==> config.mk <==
export PLATFORM = sky130hd
export DESIGN_NAME = instr_fetch_queue_flat
export DESIGN_NICKNAME = d
export VERILOG_FILES = /design/src/rtl/instr_fetch_queue_pkg.sv /design/src/rtl/instr_fetch_queue_if.sv /design/src/rtl/instr_fetch_queue_ifq_fifo.sv /design/src/rtl/instr_fetch_queue.sv /design/src/flat_wrapper.sv
export SDC_FILE = /design/constraint.sdc
export NUM_CORES = 1
export LEC_CHECK = 0
export BUFFER_PORTS_ARGS = -buffer_cell sky130_fd_sc_hd__buf_2
export CAP_MARGIN = 5
export CORE_MARGIN = 2
export CORE_UTILIZATION = 58
export CTS_CLUSTER_SIZE = 12
export DETAILED_ROUTE_END_ITERATION = 8
export PLACE_DENSITY_LB_ADDON = 0.12
export SYNTH_ARGS = -nofsm -noshare
export SYNTH_HDL_FRONTEND = slang
export SYNTH_HIERARCHICAL = 1
export SYNTH_SLANG_ARGS = --single-unit
==> constraint.sdc <==
create_clock -name clk -period 3.6 [get_ports clk]
set_input_delay 0.18 -clock clk [delete_from_list [all_inputs] [get_ports clk]]
set_output_delay 0.18 -clock clk [all_outputs]
set_load 0.02 [all_outputs]
==> src/rtl/instr_fetch_queue_pkg.sv <==
// Constants shared by the fetch queue, the decode stage and the branch unit.
package instr_fetch_queue_pkg;

  localparam int PC_STEP = 4;
  localparam int INSTR_W = 32;
  localparam int PC_W    = 32;

endpackage

==> src/rtl/instr_fetch_queue_if.sv <==
// Fetch-queue bus: instruction-memory read port, redirect input and decode handshake.
interface instr_fetch_queue_if
  import instr_fetch_queue_pkg::*;
#(
  parameter int ADDR_W = PC_W,
  parameter int DATA_W = INSTR_W
);

  logic              mem_en;
  logic [ADDR_W-1:0] mem_addr;
  logic [DATA_W-1:0] mem_data;
  logic              redirect_valid;
  logic [ADDR_W-1:0] redirect_pc;
  logic              out_valid;
  logic              out_ready;
  logic [DATA_W-1:0] out_instr;
  logic [ADDR_W-1:0] out_pc;

  // master is the fetch unit; slave is the memory/decode/branch environment
  modport master (
    output mem_en, mem_addr, out_valid, out_instr, out_pc,
    input  mem_data, redirect_valid, redirect_pc, out_ready
  );

  modport slave (
    input  mem_en, mem_addr, out_valid, out_instr, out_pc,
    output mem_data, redirect_valid, redirect_pc, out_ready
  );

endinterface

==> src/rtl/instr_fetch_queue_ifq_fifo.sv <==
// Synchronous FIFO holding {pc, instruction} entries; flush beats push in the same cycle.
module ifq_fifo
  import instr_fetch_queue_pkg::*;
#(
  parameter int WIDTH = PC_W + INSTR_W,
  parameter int DEPTH = 4,
  localparam int PTR_W = (DEPTH > 1) ? $clog2(DEPTH) : 1,
  localparam int CNT_W = $clog2(DEPTH + 1)
) (
  input  logic             clk,
  input  logic             rst_n,
  input  logic             i_push,
  input  logic             i_pop,
  input  logic             i_flush,
  input  logic [WIDTH-1:0] i_data,
  output logic [WIDTH-1:0] o_data,
  output logic [CNT_W-1:0] o_count
);

  logic [WIDTH-1:0] r_mem [DEPTH];
  logic [PTR_W-1:0] r_wrPtr;
  logic [PTR_W-1:0] r_rdPtr;
  logic [CNT_W-1:0] r_count;
  logic             w_doPop;

  assign w_doPop = i_pop && (r_count != '0);

  // DEPTH is a power of two, so the pointers wrap naturally
  always_ff @(posedge clk or negedge rst_n) begin
    if (!rst_n) begin
      r_wrPtr <= '0;
      r_rdPtr <= '0;
      r_count <= '0;
    end else if (i_flush) begin
      r_wrPtr <= '0;
      r_rdPtr <= '0;
      r_count <= '0;
    end else begin
      if (i_push) r_wrPtr <= r_wrPtr + PTR_W'(1);
      if (w_doPop) r_rdPtr <= r_rdPtr + PTR_W'(1);
      case ({i_push, w_doPop})
        2'b10:   r_count <= r_count + CNT_W'(1);
        2'b01:   r_count <= r_count - CNT_W'(1);
        default: r_count <= r_count;
      endcase
    end
  end

  always_ff @(posedge clk) begin
    if (i_push && !i_flush) r_mem[r_wrPtr] <= i_data;
  end

  assign o_data  = r_mem[r_rdPtr];
  assign o_count = r_count;

endmodule

==> src/rtl/instr_fetch_queue.sv <==
// Autonomous sequential fetch with a DEPTH-entry buffer toward decode and redirect-driven flush.
module instr_fetch_queue
  import instr_fetch_queue_pkg::*;
#(
  parameter int                ADDR_W   = PC_W,
  parameter int                DATA_W   = INSTR_W,
  parameter int                DEPTH    = 4,
  parameter logic [ADDR_W-1:0] RESET_PC = '0
) (
  input  logic                clk,
  input  logic                rst_n,
  instr_fetch_queue_if.master bus
);

  localparam int              CNT_W   = $clog2(DEPTH + 1);
  localparam int              ENTRY_W = ADDR_W + DATA_W;
  localparam logic [CNT_W:0]  DEPTH_V = (CNT_W + 1)'(DEPTH);

  logic [ADDR_W-1:0]  r_fetchPc;
  logic [ADDR_W-1:0]  r_inflightPc;
  logic               r_inflight;

  logic [CNT_W-1:0]   w_count;
  logic [ENTRY_W-1:0] w_head;
  logic               w_outValid;
  logic               w_pop;
  logic               w_issue;
  logic               w_push;
  logic [CNT_W:0]     w_pending;
  logic [ADDR_W-1:0]  w_redirectPc;

  // Queue slots are reserved at issue time so a returning word always has room
  always_comb begin
    w_outValid   = (w_count != '0);
    w_pop        = w_outValid && bus.out_ready;
    w_pending    = {1'b0, w_count} + {{CNT_W{1'b0}}, r_inflight};
    w_issue      = rst_n && !bus.redirect_valid &&
                   ((w_pending < DEPTH_V) || ((w_pending == DEPTH_V) && w_pop));
    w_push       = r_inflight && !bus.redirect_valid;
    w_redirectPc = bus.redirect_pc & {{(ADDR_W-2){1'b1}}, 2'b00};
  end

  always_ff @(posedge clk or negedge rst_n) begin
    if (!rst_n) begin
      r_fetchPc    <= RESET_PC;
      r_inflightPc <= '0;
      r_inflight   <= 1'b0;
    end else if (bus.redirect_valid) begin
      r_fetchPc  <= w_redirectPc;
      r_inflight <= 1'b0;
    end else begin
      r_inflight <= w_issue;
      if (w_issue) begin
        r_inflightPc <= r_fetchPc;
        r_fetchPc    <= r_fetchPc + ADDR_W'(PC_STEP);
      end
    end
  end

  ifq_fifo #(
    .WIDTH (ENTRY_W),
    .DEPTH (DEPTH)
  ) u_fifo (
    .clk     (clk),
    .rst_n   (rst_n),
    .i_push  (w_push),
    .i_pop   (w_pop),
    .i_flush (bus.redirect_valid),
    .i_data  ({r_inflightPc, bus.mem_data}),
    .o_data  (w_head),
    .o_count (w_count)
  );

  assign bus.mem_en    = w_issue;
  assign bus.mem_addr  = r_fetchPc;
  assign bus.out_valid = w_outValid;
  assign bus.out_instr = w_outValid ? w_head[DATA_W-1:0] : '0;
  assign bus.out_pc    = w_outValid ? w_head[ENTRY_W-1:DATA_W] : '0;

endmodule

==> src/flat_wrapper.sv <==
// flat-port wrapper written by rule: the top's interface ports become plain ports
module instr_fetch_queue_flat import instr_fetch_queue_pkg::*;
#(
  parameter int                ADDR_W   = PC_W,
  parameter int                DATA_W   = INSTR_W,
  parameter int                DEPTH    = 4,
  parameter logic [ADDR_W-1:0] RESET_PC = '0
)
  (clk, rst_n, bus_mem_en, bus_mem_addr, bus_out_valid, bus_out_instr, bus_out_pc, bus_mem_data, bus_redirect_valid, bus_redirect_pc, bus_out_ready);
  instr_fetch_queue_if #(.ADDR_W(ADDR_W), .DATA_W(DATA_W)) bus_i ();
  input  logic clk;
  input  logic rst_n;
  output wire logic [$bits(bus_i.mem_en)-1:0] bus_mem_en;
  output wire logic [$bits(bus_i.mem_addr)-1:0] bus_mem_addr;
  output wire logic [$bits(bus_i.out_valid)-1:0] bus_out_valid;
  output wire logic [$bits(bus_i.out_instr)-1:0] bus_out_instr;
  output wire logic [$bits(bus_i.out_pc)-1:0] bus_out_pc;
  input wire logic [$bits(bus_i.mem_data)-1:0] bus_mem_data;
  input wire logic [$bits(bus_i.redirect_valid)-1:0] bus_redirect_valid;
  input wire logic [$bits(bus_i.redirect_pc)-1:0] bus_redirect_pc;
  input wire logic [$bits(bus_i.out_ready)-1:0] bus_out_ready;
  assign bus_mem_en = bus_i.mem_en;
  assign bus_mem_addr = bus_i.mem_addr;
  assign bus_out_valid = bus_i.out_valid;
  assign bus_out_instr = bus_i.out_instr;
  assign bus_out_pc = bus_i.out_pc;
  assign bus_i.mem_data = bus_mem_data;
  assign bus_i.redirect_valid = bus_redirect_valid;
  assign bus_i.redirect_pc = bus_redirect_pc;
  assign bus_i.out_ready = bus_out_ready;
  instr_fetch_queue #(.ADDR_W(ADDR_W), .DATA_W(DATA_W), .DEPTH(DEPTH), .RESET_PC(RESET_PC)) u_core (.clk(clk), .rst_n(rst_n), .bus(bus_i));
endmodule
# Word level (Yosys, flattened, before mapping)
# Memory sizes are Yosys's and may differ from the RTL's.
# Cells that the tools add are included.
dict set report word_totals {
  reg_bits 72
  latch_bits 0
  mem_bits_rw 256
  romBits 0
  inputBits 68
  output_inout_bits 98
  memories 1
}
# name depth width read_ports rd_ports_with_merged_regs wr line_no
set mem_list {}
lappend mem_list {u_core.u_fifo.r_mem 4 64 1 0 1 instr_fetch_queue_ifq_fifo.sv:20} ;# logic [WIDTH-1:0] r_mem [DEPTH];
dict set report classes {
  n_addsub 6
  mul 0
  div_mod_pow 0
  magnitude_cmp 1
  eq_ne 3
  shift 0
  muxes 13
  bitwise 1
  reduce_logical 15
}
# cell count
set ops {}
lappend ops {{2-to-1 mux 32 bit} 4}
lappend ops {{adder 32 x 3 -> 32 bit, second input constant} 1}
lappend ops {{2-to-1 mux 2 bit} 4}
lappend ops {{logical AND 1 bit} 7}
lappend ops {{case mux 3 bit (2 select lines)} 1}
lappend ops {{nonzero test 2 bit} 3}
lappend ops {{nonzero test 3 bit} 2}
lappend ops {{adder 2 x 1 -> 2 bit, second input constant} 2}
lappend ops {{adder 3 x 1 -> 4 bit} 1}
lappend ops {{equality test 4 x 3 -> 1 bit, second input constant} 1}
lappend ops {{less-than comparator 4 x 3 -> 1 bit, second input constant} 1}
lappend ops {{adder 3 x 1 -> 3 bit, second input constant} 1}
lappend ops {{2-to-1 mux 1 bit} 3}
lappend ops {{2-to-1 mux 3 bit} 1}
lappend ops {{subtractor 3 x 1 -> 3 bit, second input constant} 1}
lappend ops {{equality test 2 x 1 -> 1 bit, second input constant} 1}
lappend ops {{equality test 2 bit, second input constant} 1}
lappend ops {{AND reduction 2 bit} 1}
lappend ops {{zero test 1 bit} 1}
lappend ops {{logical OR 1 bit} 1}
lappend ops {{inverter 1 bit} 1}

# Longest topological paths before layout
dict set report depth {
  ltp_word 7
  ltp_mapped 9
  ltp_nobuf 8
}

# By module
# Netlist, hierarchy kept.
# mod instances cells_each area_per_inst_um2 seq_area_each_um2
set modules_own_cells {}
lappend modules_own_cells {ifq_fifo 1 385 9720.6 7862.5}
lappend modules_own_cells {instr_fetch_queue 1 342 3498.4 1526.5}

# Worst setup path before layout
# OpenSTA, ideal clock, no wires.
dict set report synth_timing {
  kind {input port to flip-flop}
  start {input bus_redirect_valid}
  end {memory u_core/u_fifo/r_mem[0][0] (netlist bit) (enable)}
  arrival_time_ns 2.676
  required_time_ns 3.171
  slack_ns 0.495
  stages 6
  path_buffers 3
  cell_sequence {clkbuf_1 -> clkbuf_1 -> nor2b_1 -> buf_2 -> nor2b_1 -> and2_1}
}
dict set report synth_between {
  elab_chain_cells 5
}
# element line_no
set synth_lines {}
lappend synth_lines {{start: declaration} flat_wrapper.sv:19} ;# input wire logic [$bits(bus_i.redirect_valid)-1:0] bus_redirect_valid;
lappend synth_lines {{zero test 1 bit} instr_fetch_queue.sv:39} ;# w_push = r_inflight && !bus.redirect_valid;
lappend synth_lines {{logical AND 1 bit} instr_fetch_queue.sv:39}
lappend synth_lines {{via u_core.w_push} instr_fetch_queue.sv:28} ;# logic w_push;
lappend synth_lines {{logical AND 1 bit} instr_fetch_queue_ifq_fifo.sv:50} ;# if (i_push && !i_flush) r_mem[r_wrPtr] <= i_data;
lappend synth_lines {{2-to-1 mux 1 bit} instr_fetch_queue_ifq_fifo.sv:50}
lappend synth_lines {{2-to-1 mux 1 bit (not written as such)} instr_fetch_queue_ifq_fifo.sv:50}
lappend synth_lines {{end: declaration} instr_fetch_queue_ifq_fifo.sv:20}
# The timed path passes the listed nets, and every way through them passes these cells.

# Worst setup path after layout
dict set report layout_timing {
  start {register u_core.u_fifo.r_count[1] (netlist: u_core/u_fifo/o_count[1])}
  end {output bus_mem_en}
}
dict set report layout_between {
  elab_chain_cells 5
  word_cells_on_any_way 8
  cone_classes {add/sub: 1; order compare: 1; eq/ne: 1; reduce/logical: 5}
}
# element line_no
set layout_lines {}
lappend layout_lines {{start: declaration} instr_fetch_queue_ifq_fifo.sv:23} ;# logic [CNT_W-1:0] r_count;
lappend layout_lines {{start signal: assignment} instr_fetch_queue_ifq_fifo.sv:42} ;# 2'b10: r_count <= r_count + CNT_W'(1);
lappend layout_lines {{start signal: assignment} instr_fetch_queue_ifq_fifo.sv:43} ;# 2'b01: r_count <= r_count - CNT_W'(1);
lappend layout_lines {{start signal: assignment} instr_fetch_queue_ifq_fifo.sv:44} ;# default: r_count <= r_count;
lappend layout_lines {{parallel branches: the longest is 3 deep, another holds adder 3 x 1 -> 4 bit} -}
lappend layout_lines {{logical OR 1 bit *} instr_fetch_queue.sv:38} ;# ((w_pending < DEPTH_V) || ((w_pending == DEPTH_V) && w_pop));
lappend layout_lines {{logical AND 1 bit *} instr_fetch_queue.sv:37} ;# w_issue = rst_n && !bus.redirect_valid &&
lappend layout_lines {{end: declaration} flat_wrapper.sv:13} ;# output wire logic [$bits(bus_i.mem_en)-1:0] bus_mem_en;
# Every way passes the cells marked *.

==> flow_metrics.env <==
export IMPL_status="finished, final reports clean"
export IMPL_ys_seq_area_frac=0.710
export IMPL_io_buffers=161
export IMPL_cp_end_kind="primary output"
export IMPL_rrSetupSlack_ns=0.61
export IMPL_grt_overflow=0
export IMPL_path_max_fanout=67
export IMPL_postSynthCellCount=727
export IMPL_final_nets=1044
export IMPL_power_density_nw_per_um2=510
export IMPL_drc=0
export IMPL_maxCapViolations=0
export IMPL_core_um2=22500
export IMPL_synthXorXnorAreaFrac=0.0232
export IMPL_avgViaCountPerCell=5.65
export IMPL_die_h_um=155
export IMPL_clkPwrFrac=0.392
export IMPL_path_clk_slew_ns=0.06
export IMPL_async_flop_share=0.210
export IMPL_drive_gt1_frac=0.337
export IMPL_n_antenna_cell=0
export IMPL_synthTopCellsByArea="edfxtp_1, dfrtp_1, mux4_2, and2_1, mux2_2"
export IMPL_synth_mux_area_frac=0.141
export IMPL_startpoint="u_core/u_fifo/o_count[1]$_DFFE_PN0P_"
export IMPL_crit_path_end="bus_mem_en"
export IMPL_p_sw_frac=0.215
export IMPL_synth_compound_area_frac=0.0164
export IMPL_place_gp_congestion=0.800
export IMPL_ir_drop_mv=0.328
export IMPL_clockBufferDepth=3
export IMPL_areaGrowthSynthToFinish_pct=21.1
export IMPL_dr_pass1_iters=5
export IMPL_fmax_mhz=329
export IMPL_die_x_um=155
export IMPL_arrival_ns=2.86
export IMPL_grt_use_total=0.220
export IMPL_grt_max_degree=68
export IMPL_slew_viol_final=0
export IMPL_power_frac_comb=0.071
export IMPL_htree_levels=2
export IMPL_antenna_found_initial=0
export IMPL_fin_skew_ns=0.0122
export IMPL_die_area_um2=24000
export IMPL_synth_flop_cell="edfxtp_1"
export IMPL_grt_pass1_vias=7490
export IMPL_switchingPower_uw=1750
export IMPL_timing_rr_start="u_core/u_fifo/o_count[1]$_DFFE_PN0P_"
export IMPL_avgSynthCellArea_um2=18.2
export IMPL_cts_root_buf="clkbuf_16"
export IMPL_critPathKind="flop to primary output"
export IMPL_period_needed_ns=3.04
export IMPL_cts_sinks=324
export IMPL_seqPwrFrac=0.537
export IMPL_worstMarginPinSlew_ns=1.00
export IMPL_synth_area_um2=13200
export IMPL_ys_seq_elements=324
export IMPL_start_util=0.587
export IMPL_synth_fa_ha_area_frac=0.00814
export IMPL_relSlewSlack=0.333
export IMPL_fill_cells=1380
export IMPL_first_iter_violations=496
export IMPL_synth_warning_count=6
export IMPL_clock_latency_ns=0.49
export IMPL_rsz0062_at_grt="false"
export IMPL_cts_resized=0
export IMPL_ys_types=44
export IMPL_worst_hold_slack_ns=0.0491
export IMPL_synth_top_family_by_area="multiplexers"
export IMPL_finalHoldViolations=0
export IMPL_setup_viol=0
export IMPL_synth_edf_count=256
export IMPL_leakage_uw=0.00584
export IMPL_cp_start_kind="flop"
export IMPL_r2r_cells=7
export IMPL_synth_top_area_frac=0.582
export IMPL_cts_tree="built"
export IMPL_pin_count=166
export IMPL_synthSimpleGateAreaFrac=0.0812
export IMPL_ant_nets=0
export IMPL_cts_buffers=34
export IMPL_cp_required_ns=3.42
export IMPL_wl_mm=25.8
export IMPL_yosys_area_top_type="edfxtp_1"
export IMPL_wl_per_cell_um=20.2
export IMPL_power_internal_uw=6410
export IMPL_row_count=55
export IMPL_fin_crit_sh=0.843
export IMPL_timing_rr_end="u_core/u_fifo/o_count[1]$_DFFE_PN0P_"
export IMPL_grt_pass1_wl_mm=40.8
export IMPL_worstHoldPathType="primary input to asynchronous set/reset pin"
export IMPL_dp_hpwl_mm=15.4
export IMPL_tns_ns=0
export IMPL_via_count=7210
==> how the worst min path moves through the flow <==
stage,startpoint,to,depth (start not counted)
after global placement,rst_n,u_core/bus.mem_addr[6]$_DFFE_PN0P_,1
after floorplan,rst_n,u_core/bus.mem_addr[10]$_DFFE_PN0P_,0
after CTS,rst_n,u_core/bus.mem_addr[4]$_DFFE_PN0P_,2
after global routing,rst_n,u_core/bus.mem_addr[4]$_DFFE_PN0P_,2
after detailed placement,rst_n,u_core/bus.mem_addr[6]$_DFFE_PN0P_,1
final,rst_n,u_core/bus.mem_addr[6]$_DFFE_PN0P_,2
==> power by group through the flow <==
| stage | Sequential, uW | Combinational (uW) | Clock, uW |
|---|---|---|---|
| after detailed placement | 4460 | 529 | 0 |
| final | 4380 | 579 | 3200 |
| after floorplan | 4440 | 296 | 0 |
| after global placement | 4440 | 511 | 0 |
| after CTS | 4380 | 585 | 3270 |
| after global routing | 4400 | 629 | 3430 |
==> stage by stage <==
stage | utilization | cell area, um2 | std cells | worst slack, ns | power, uW
2_1_floorplan | - | 13300 | 736 | 0.495 | 4730
3_3_place_gp | 0.638 | 14400 | 1154 | 0.753 | 4950
3_5_place_dp | 0.638 | 14400 | 1154 | 0.599 | 4990
4_1_cts | 0.711 | 16000 | 1275 | 0.526 | 8240
5_1_grt | 0.711 | 16000 | 1275 | 0.383 | 8460
6_report | 0.711 | 16000 | 1275 | 0.564 | 8160
==> timing repair <==
| action | in CTS | in global routing |
|---|---|---|
| setup buffers | 0 | 0 |
| hold buffers | 63 | 0 |
| endpoints found under the hold margin | 161 | 0 |
==> cell type report <==
| class | instances | area [um2] | share of cell area |
|---|---|---|---|
| sequential | 324 | 9400 | 0.587 |
| multi-input combinational | 367 | 3620 | 0.226 |
| timing repair buffer | 239 | 1600 | 0.0999 |
| clock buffer | 53 | 1010 | 0.0628 |
| tap | 285 | 357 | 0.0223 |
| clock inverter | 5 | 20.0 | 0.00125 |
| inverter | 2 | 7.51 | 0.000469 |
==> synthesized netlist by cell type, types with 9 or more instances <==
master and n:
edfxtp_1 256, and2_1 71, dfrtp_1 68, mux4_2 64, mux2_2 35, nand2_1 33, xnor2_1 27, o21ai_0 16
clkbuf_1 15, buf_2 14, nor2_1 13, o21ai_1 11, nand4_1 9
==> layout by cell type (no fill, tap or decap), drive strengths merged, types with 3 or more instances in the layout <==
cell type,netlist,routed
edfxtp,256,256
buf,27,176
and2,71,71
dfrtp,68,68
mux4,64,64
dlygate4sd3,0,63
clkbuf,16,53
mux2,36,36
nand2,33,33
xnor2,27,27
o21ai,27,27
nor2,13,13
nor4,13,13
conb,1,10
nand4,9,9
xor2,8,8
nor3,8,8
ha,7,7
and3,6,6
nand3,6,6
and4,5,5
nor3b,5,5
clkinv,0,5
nor4b,3,3
a31oi,3,3
==> critical path, stage by stage (launching register included) <==
cell and delay [ns]:
dfrtp_1 0.50, or3_4 0.74, a31oi_4 0.63, nor3_2 0.09
buf_4 0.22, buf_2 0.17
==> kinds of logic after synthesis <==
| family | Yosys count |
|---|---|
| buffers and inverters | 45 |
| AO/OA/AOI/OAI | 35 |
| other | 1 |
| flip-flops | 324 |
| adder cells (fa/ha/maj) | 8 |
| multiplexers | 102 |
| XOR/XNOR | 35 |
| AND/OR/NAND/NOR | 177 |
==> per-layer routing <==
layer | vias to the layer above | track usage | part of all wire
met3 | 31 | 0.0376 | 0.049
met2 | 220 | 0.379 | 0.51
met5 | - | 0 | 0
met4 | 0 | 0.0529 | 0.014
li1 | 3279 | - | -
met1 | 3680 | 0.298 | 0.43
==> sequential cells by signal (all words and copies together), names as in the netlist <==
name                   count
u_core/u_fifo/r_mem      256
u_core/bus.mem_addr       30
u_core/r_inflightPc       30
u_core/u_fifo/o_count      3
u_core/u_fifo/r_rdPtr      2
u_core/u_fifo/r_wrPtr      2
u_core/r_inflight          1
(Power assumes the default switching activity.)
